<file path="src/rtl/if_fetch_stage.sv">
// Instruction-fetch stage: owns the PC, captures imem output into the IF/ID register.
// Optional fetch/stall counters are enabled with `define FETCH_STATS_EN.
module if_fetch_stage #(
    parameter logic [63:0] RESET_PC  = 64'h0,
    parameter int unsigned MEM_BYTES = 64
) (
    input  logic        clk,
    input  logic        rst_n,
    output logic [63:0] imem_pc,
    input  logic [31:0] imem_instr,
    input  logic        redirect_valid,
    input  logic [63:0] redirect_pc,
    input  logic        id_ready,
    output logic        if_valid,
    output logic [31:0] if_instr,
    output logic [63:0] if_pc,
    output logic        halted,
    output logic        fault
`ifdef FETCH_STATS_EN
    ,
    output logic [31:0] stat_fetched,
    output logic [31:0] stat_stalls
`endif
);

    localparam logic [63:0] LAST_PC = 64'(MEM_BYTES) - 64'd4;

    typedef enum logic [1:0] {IDLE, RUN, HALT} state_t;

    typedef struct packed {
        logic        valid;
        logic [31:0] instr;
        logic [63:0] pc;
    } ifid_t;

    state_t      state, state_n;
    ifid_t       ifid_q, ifid_d;
    logic [63:0] pc_q, pc_d;
    logic        fault_q, fault_d;
    logic        accept, redir_ok, capture;

    assign accept   = !ifid_q.valid || id_ready;
    assign redir_ok = (redirect_pc[1:0] == 2'b00) && !(redirect_pc > LAST_PC);

    always_ff @(posedge clk or negedge rst_n) begin
        if (!rst_n) state <= IDLE;
        else        state <= state_n;
    end

    always_comb begin
        state_n = state;
        ifid_d  = ifid_q;
        pc_d    = pc_q;
        fault_d = fault_q;
        capture = 1'b0;
        case (state)
            IDLE: state_n = RUN;
            RUN: begin
                if (redirect_valid && redir_ok) begin
                    pc_d         = redirect_pc;
                    ifid_d.valid = 1'b0;
                end else if (redirect_valid) begin
                    ifid_d.valid = 1'b0;
                    fault_d      = 1'b1;
                    state_n      = HALT;
                end else if (accept) begin
                    capture      = 1'b1;
                    ifid_d.valid = 1'b1;
                    ifid_d.instr = imem_instr;
                    ifid_d.pc    = pc_q;
                    // last word of memory: park the PC, no wrap-around
                    if (pc_q == LAST_PC) state_n = HALT;
                    else                 pc_d    = pc_q + 64'd4;
                end
            end
            HALT: begin
                if (id_ready) ifid_d.valid = 1'b0;
                if (redirect_valid && redir_ok) begin
                    pc_d         = redirect_pc;
                    ifid_d.valid = 1'b0;
                    state_n      = RUN;
                end else if (redirect_valid) begin
                    fault_d = 1'b1;
                end
            end
            default: state_n = IDLE;
        endcase
    end

    always_ff @(posedge clk or negedge rst_n) begin
        if (!rst_n) begin
            ifid_q  <= '0;
            pc_q    <= RESET_PC;
            fault_q <= 1'b0;
        end else begin
            ifid_q  <= ifid_d;
            pc_q    <= pc_d;
            fault_q <= fault_d;
        end
    end

    assign imem_pc  = pc_q;
    assign if_valid = ifid_q.valid;
    assign if_instr = ifid_q.instr;
    assign if_pc    = ifid_q.pc;
    assign fault    = fault_q;
    assign halted   = (state == HALT);

`ifdef FETCH_STATS_EN
    logic [31:0] fetched_q, stalls_q;
    logic        stall_cyc;

    assign stall_cyc = (state == RUN) && ifid_q.valid && !id_ready;

    always_ff @(posedge clk or negedge rst_n) begin
        if (!rst_n) begin
            fetched_q <= '0;
            stalls_q  <= '0;
        end else begin
            if (capture && fetched_q != 32'hFFFF_FFFF)  fetched_q <= fetched_q + 32'd1;
            if (stall_cyc && stalls_q != 32'hFFFF_FFFF) stalls_q  <= stalls_q + 32'd1;
        end
    end

    assign stat_fetched = fetched_q;
    assign stat_stalls  = stalls_q;
`else
    logic unused_capture;
    assign unused_capture = capture;
`endif

endmodule

</file>
<file path="config.mk">
export PLATFORM = sky130hd
export DESIGN_NAME = if_fetch_stage
export DESIGN_NICKNAME = d
export VERILOG_FILES = /design/src/rtl/if_fetch_stage.sv
export SDC_FILE = /design/constraint.sdc
export NUM_CORES = 1
export LEC_CHECK = 0
export CELL_PAD_IN_SITES_DETAIL_PLACEMENT = 0
export CELL_PAD_IN_SITES_GLOBAL_PLACEMENT = 1
export CORE_ASPECT_RATIO = 0.9
export CORE_UTILIZATION = 38
export CTS_CLUSTER_DIAMETER = 30
export DETAILED_ROUTE_END_ITERATION = 7
export GPL_TIMING_DRIVEN = 0
export PLACE_DENSITY_LB_ADDON = 0.1
export SLEW_MARGIN = 20
export SYNTH_ARGS = -nofsm -noshare
export SYNTH_HDL_FRONTEND = slang
export SYNTH_SLANG_ARGS = --single-unit
</file>
<file path="constraint.sdc">
create_clock -name clk -period 7.32 [get_ports clk]
set_input_delay 1.464 -clock clk [delete_from_list [all_inputs] [get_ports clk]]
set_output_delay 1.464 -clock clk [all_outputs]
set_load 0.05 [all_outputs]
</file>
# After elaboration in Yosys (flattened, before gate mapping)

Cells that the tools add are included.

Register bits: 164
Input bits: 100
Output and inout port bits: 163
Logic and storage cells: 54

Add/sub/neg operators: 1
Order comparisons: 1
Equal/unequal tests: 12
Muxes and demuxes: 18
Bitwise gates (word level): 2
Reductions and logical operators: 14

Operators with widths:

| operator                                                                 | number |
|---|---|
| 64-bit 2-to-1 mux                                                        | 5 |
| 64-bit case mux with 2 select lines                                      | 1 |
| 97-bit 2-to-1 mux                                                        | 1 |
| 64-bit by 3-bit adder with 64-bit output (second input constant)         | 1 |
| 64-bit by 6-bit equality test with 1-bit output (second input constant)  | 1 |
| 64-bit by 6-bit > comparator with 1-bit output (second input constant)   | 1 |
| 3-bit inequality test (second input constant)                            | 5 |
| 2-bit 2-to-1 mux                                                         | 5 |
| 4-bit AND reduction                                                      | 2 |
| 2-bit case mux with 3 select lines                                       | 1 |
| 3-bit AND reduction                                                      | 2 |
| 5-bit AND reduction                                                      | 1 |
| 2-bit logical NOT                                                        | 2 |
| 1-bit 2-to-1 mux                                                         | 4 |
| 4-bit inequality test (second input constant)                            | 1 |
| 3-bit by 2-bit inequality test with 1-bit output (second input constant) | 1 |
| 2-bit by 1-bit equality test with 1-bit output (second input constant)   | 1 |
| 2-bit equality test (second input constant)                              | 1 |
| 1-bit logical AND                                                        | 2 |
| 1-bit logical NOT                                                        | 2 |
| 2-bit by 1-bit inequality test with 1-bit output (second input constant) | 1 |
| 2-bit inequality test (second input constant)                            | 1 |
| 1-bit NOT                                                                | 2 |
| 1-bit case mux with 2 select lines                                       | 1 |
| other kinds (3)                                                          | 3 |

# Longest topological paths before layout

Depth after elaboration: 6
Depth in mapped cells: 9
Mapped depth without buffers: 7

# Worst setup path before layout

Ideal clock, no wire load.

Kind: input to register
From: input redirect_pc[56]
To: register pc_q[37], in the netlist imem_pc[37]
Arrival: 3.351 ns
Slack: 3.845 ns
Cell stages on the path: 7
Buffers on the path: 1
Cells stage by stage: nor4_1 -> nand4_1 -> or3_1 -> a211oi_2 -> nor2_1 -> clkbuf_1 -> a211o_1

Word-level cells in the longest chain between the ends: 6
Elaborated cells on any way between the ends: 11
Those cells by class: order compare (1); eq/ne (4); mux (2); reduce/logical (4)

Ends and longest elaborated chain:

| what                                                                                               | line   | RTL |
|---|---|---|
| start, declared                                                                                    | 12     | `input logic [63:0] redirect_pc,` |
| 64-bit by 6-bit > comparator with 1-bit output *                                                   | 43     | `assign redir_ok = (redirect_pc[1:0] == 2'b00) && !(redirect_pc > LAST_PC);` |
| 1-bit logical NOT *                                                                                | 43     |  |
| 1-bit logical AND *                                                                                | 43     |  |
| 1-bit logical AND *                                                                                | 59, 78 |  |
| 3-bit inequality test (no source line) (tied with other cells)                                     | n/a    |  |
| 5-bit AND reduction (no source line) / 64-bit case mux with 2 select lines (equally long branches) | n/a    |  |
| end signal, assigned                                                                               | 97     | `pc_q <= pc_d;` |
| end, declared                                                                                      | 38     | `logic [63:0] pc_q, pc_d;` |

Mark *: on every way between the ends. The rest lies on a longest branch, timed or not.
A chain may end at the register's enable or synchronous reset.

# Final worst setup path

From: input redirect_pc[27]
To: register pc_q[10], in the netlist imem_pc[10]

Same word-level chain as after synthesis.

==> results.md <==
* Detailed Route Iter0 Violations at 563
* GP Congestion at 0.874
* Crit path capture type: flop
* Root Buffer: clkbuf_16
* Critical path class: in -> reg
* First-pass GRT wire length at 44000 um
* Status: finished, final reports clean
* PD cells at 438 mW/mm2
* H-tree Lvls at 4
* Worst path bufs/invs at 3
* LEAKAGE at 4.85 nW
* GRT overflow at 0
* Hold-fix buffers at CTS at 0
* Vias in the first global route at 7336
* Endpoints failing hold at 0
* Final Routed Wirelength at 28800 um
* DR DRC count at 0
* Mapped Avg Cell Area at 10.7 um2
* TritonCTS buffer count at 17
* Largest net degree at the start of global routing at 84
* Hold WC Path Type: reg -> reg
* Post-Syn Instances at 759
* Min Clock Period, post-route at 5080 ps
* Worst-path clk slew at 70 ps
* Cell with the most instances after synthesis: dfrtp_1
* Setup tns final at 0 ps
* Total clock sinks at 164
* Setup violators final at 0
* Wl on met1 at 13100 um
* Clock Latency Late Sink at 440 ps
* RSZ-0062 raised after global routing: false
* Post-cts resize count at 0
* Setup ws final at 2240 ps
* Commonest cells in the netlist: 164 x dfrtp_1, 87 x mux2_2, 55 x nand2_1
* CTS tree: yes
* Ys async rst share at 100%
* Mapped Nets at 863
* ANT nets after route at 0
* IO Count at 263
* Prevailing post-synth register cell: dfrtp_1
* GRT Total Usage at 26.8%
* Synth warn at 0
* Metal3 WL at 2510 um
* WL/cell at 21.5 um
* Postcts setup bufs at 0
* Top cell type's share of synthesized area at 50.5%
* Synth Cell Area at 0.00812 mm2
* Sequential share of the synthesized area at 50.5%
* #FFs+latches synth at 164
* N_diodes at 0
* CP arrival at 5390 ps
* FILL cells at 1894
* Port bufs at 262
* Routed vias/inst at 5.68
* Initial antenna violation count at 0
* Die X-Extent at 156 um
* Core ar. at 0.0209 mm2
* Max layer used: met4
* Placed wire-length estimate at 21000 um
* Die area at 0.0220 mm2
* Initial Util at 38.9%
* Top cells by area, synth: dfrtp_1 51%, mux2_2 12%, nor4_1 3.0%, mux2i_1 2.6%, nand2_1 2.5%
* Layout cells sized above 1 at 12.8%
* CP delay by family, top: simple AND/OR/NAND/NOR gates
* Slew @ Worst Pin at 1150 ps
* Synth cell types at 61
* Data required time of the worst path at 7630 ps
* DP Worst Slack at 1860 ps
* Worst-path cell chain: clkdlybuf4s50_1, nor4_1, nand2_1, nor3_1, a21oi_1, clkbuf_1, clkbuf_1, a22oi_1, mux2i_1
* Crit-path most repeated cell: clkbuf_1
* TritonRoute pass-1 iters at 6
* Peak supply drop at 259 uV
* Area after DPL at 0.0111 mm2
* Slew Limit Fails at 0
* FP Rows at 50
* Fmax at 0.197 GHz
* Slowest-stage cell, CP: nor3_1
* Max-Cap Viols at 0
* Fin Clk Skew at 13.3 ps
* Crit path launch type: input port
* Slew Limit Headroom at 23.6%
* Tcrit/Tclk final at 69.4%
* EDFF count, synth at 0
* Synthesis-to-finish area growth at 44.4%
* Maximum clock path buffer count at 2
* Nets@finish at 1145
* Met2 wire length at 12500 um
* Cell taking the most area after synthesis: dfrtp_1
* Final Cell Area at 0.0117 mm2
* Die extent in y at 141 um
* Critical Path Fanout Max at 10
* Max incr delay on CP at 690 ps
* Vias at 7608
## final cells by class
cell class              count  area (um2)  area share [%]
flip-flops and latches    164        4100            35.0
multi-input cells         525        3740            31.9
repair buffers            263        2660            22.6
clock buffers              20         437            3.73
well taps                 286         358            3.05
plain buffers              48         193            1.64
clock inverters            11         154            1.31
inverters                  22        82.6           0.704
## placed cells by master (no fill, tap or decap), drive strengths merged, types with 9 or more instances in the layout
cell type | netlist | layout
a21o | 9 | 9
a21oi | 13 | 13
a22oi | 26 | 26
and2 | 9 | 9
and3 | 14 | 14
clkbuf | 42 | 62
clkdlybuf4s50 | 0 | 261
dfrtp | 164 | 164
inv | 22 | 24
mux2 | 87 | 87
mux2i | 21 | 21
nand2 | 56 | 56
nand3 | 37 | 37
nand4 | 23 | 23
nor2 | 24 | 24
nor3 | 15 | 15
nor4 | 41 | 41
o21ai | 38 | 38
o22ai | 19 | 19
or3 | 15 | 15
## per-stage QoR
stage	total power [mW]	hold WS, ps	util [%]	std cells
2_1_floorplan	3.17	523	-	759
3_3_place_gp	4.20	449	53.1	1307
3_5_place_dp	4.21	459	53.3	1308
4_1_cts	5.15	480	56.1	1339
5_1_grt	5.36	495	56.1	1339
6_report	5.13	474	56.1	1339
## final timing paths
kind | endpoint | from | cells past startpoint | slack, ps
worst max-delay path | imem_pc[10] | redirect_pc[27] | 9 | 2240
worst min-delay path | fault | fault | 1 | 470
worst max register to register | imem_pc[34] | state[0] | 8 | 3560
worst min register to register | fault | fault | 1 | 470
max in group asynchronous | if_pc[7] | rst_n | 2 | 5440
min in group asynchronous | if_pc[36] | rst_n | 1 | 1040
## registers in the layout, indices dropped and copies added, names as in the netlist
register / flops
if_instr: 32
imem_pc: 64
if_valid: 1
fault: 1
state: 2
if_pc: 64
## report_power, final
group	internal (mW)	leakage, nW	switching, mW
Sequential	1.21	2.06	0.320
Combinational	0.910	2.50	1.77
Clock	0.538	0.281	0.385
## logic make-up (layout without fill, tap and decap cells)
| family | Yosys count | after routing | share of synthesized area (%) |
|---|---|---|---|
| DFF | 164 | 164 | 50.5 |
| AOI/OAI and AO/OA | 157 | 157 | 13.3 |
| and+or+nand+nor | 256 | 256 | 17.5 |
| adders and majority gates | 4 | 4 | 0.616 |
| buffers and inverters | 70 | 364 | 3.39 |
| muxes | 108 | 108 | 14.7 |
## worst reg2reg max path, delay by kind of cell (launching register included)
kind | cells | cell delay [ps]
buf+inv | 4 | 1700
flops | 1 | 400
compound gates | 3 | 1310
fa+ha+maj | 1 | 210
## routing by layer
metal | vias to the layer above | global-route usage, %
met1 | 3731 | 38.1
met5 | - | 0
li1 | 3459 | -
met3 | 40 | 7.29
met2 | 378 | 38.8
met4 | 0 | 9.34
Power figures use the tool's default switching activity.
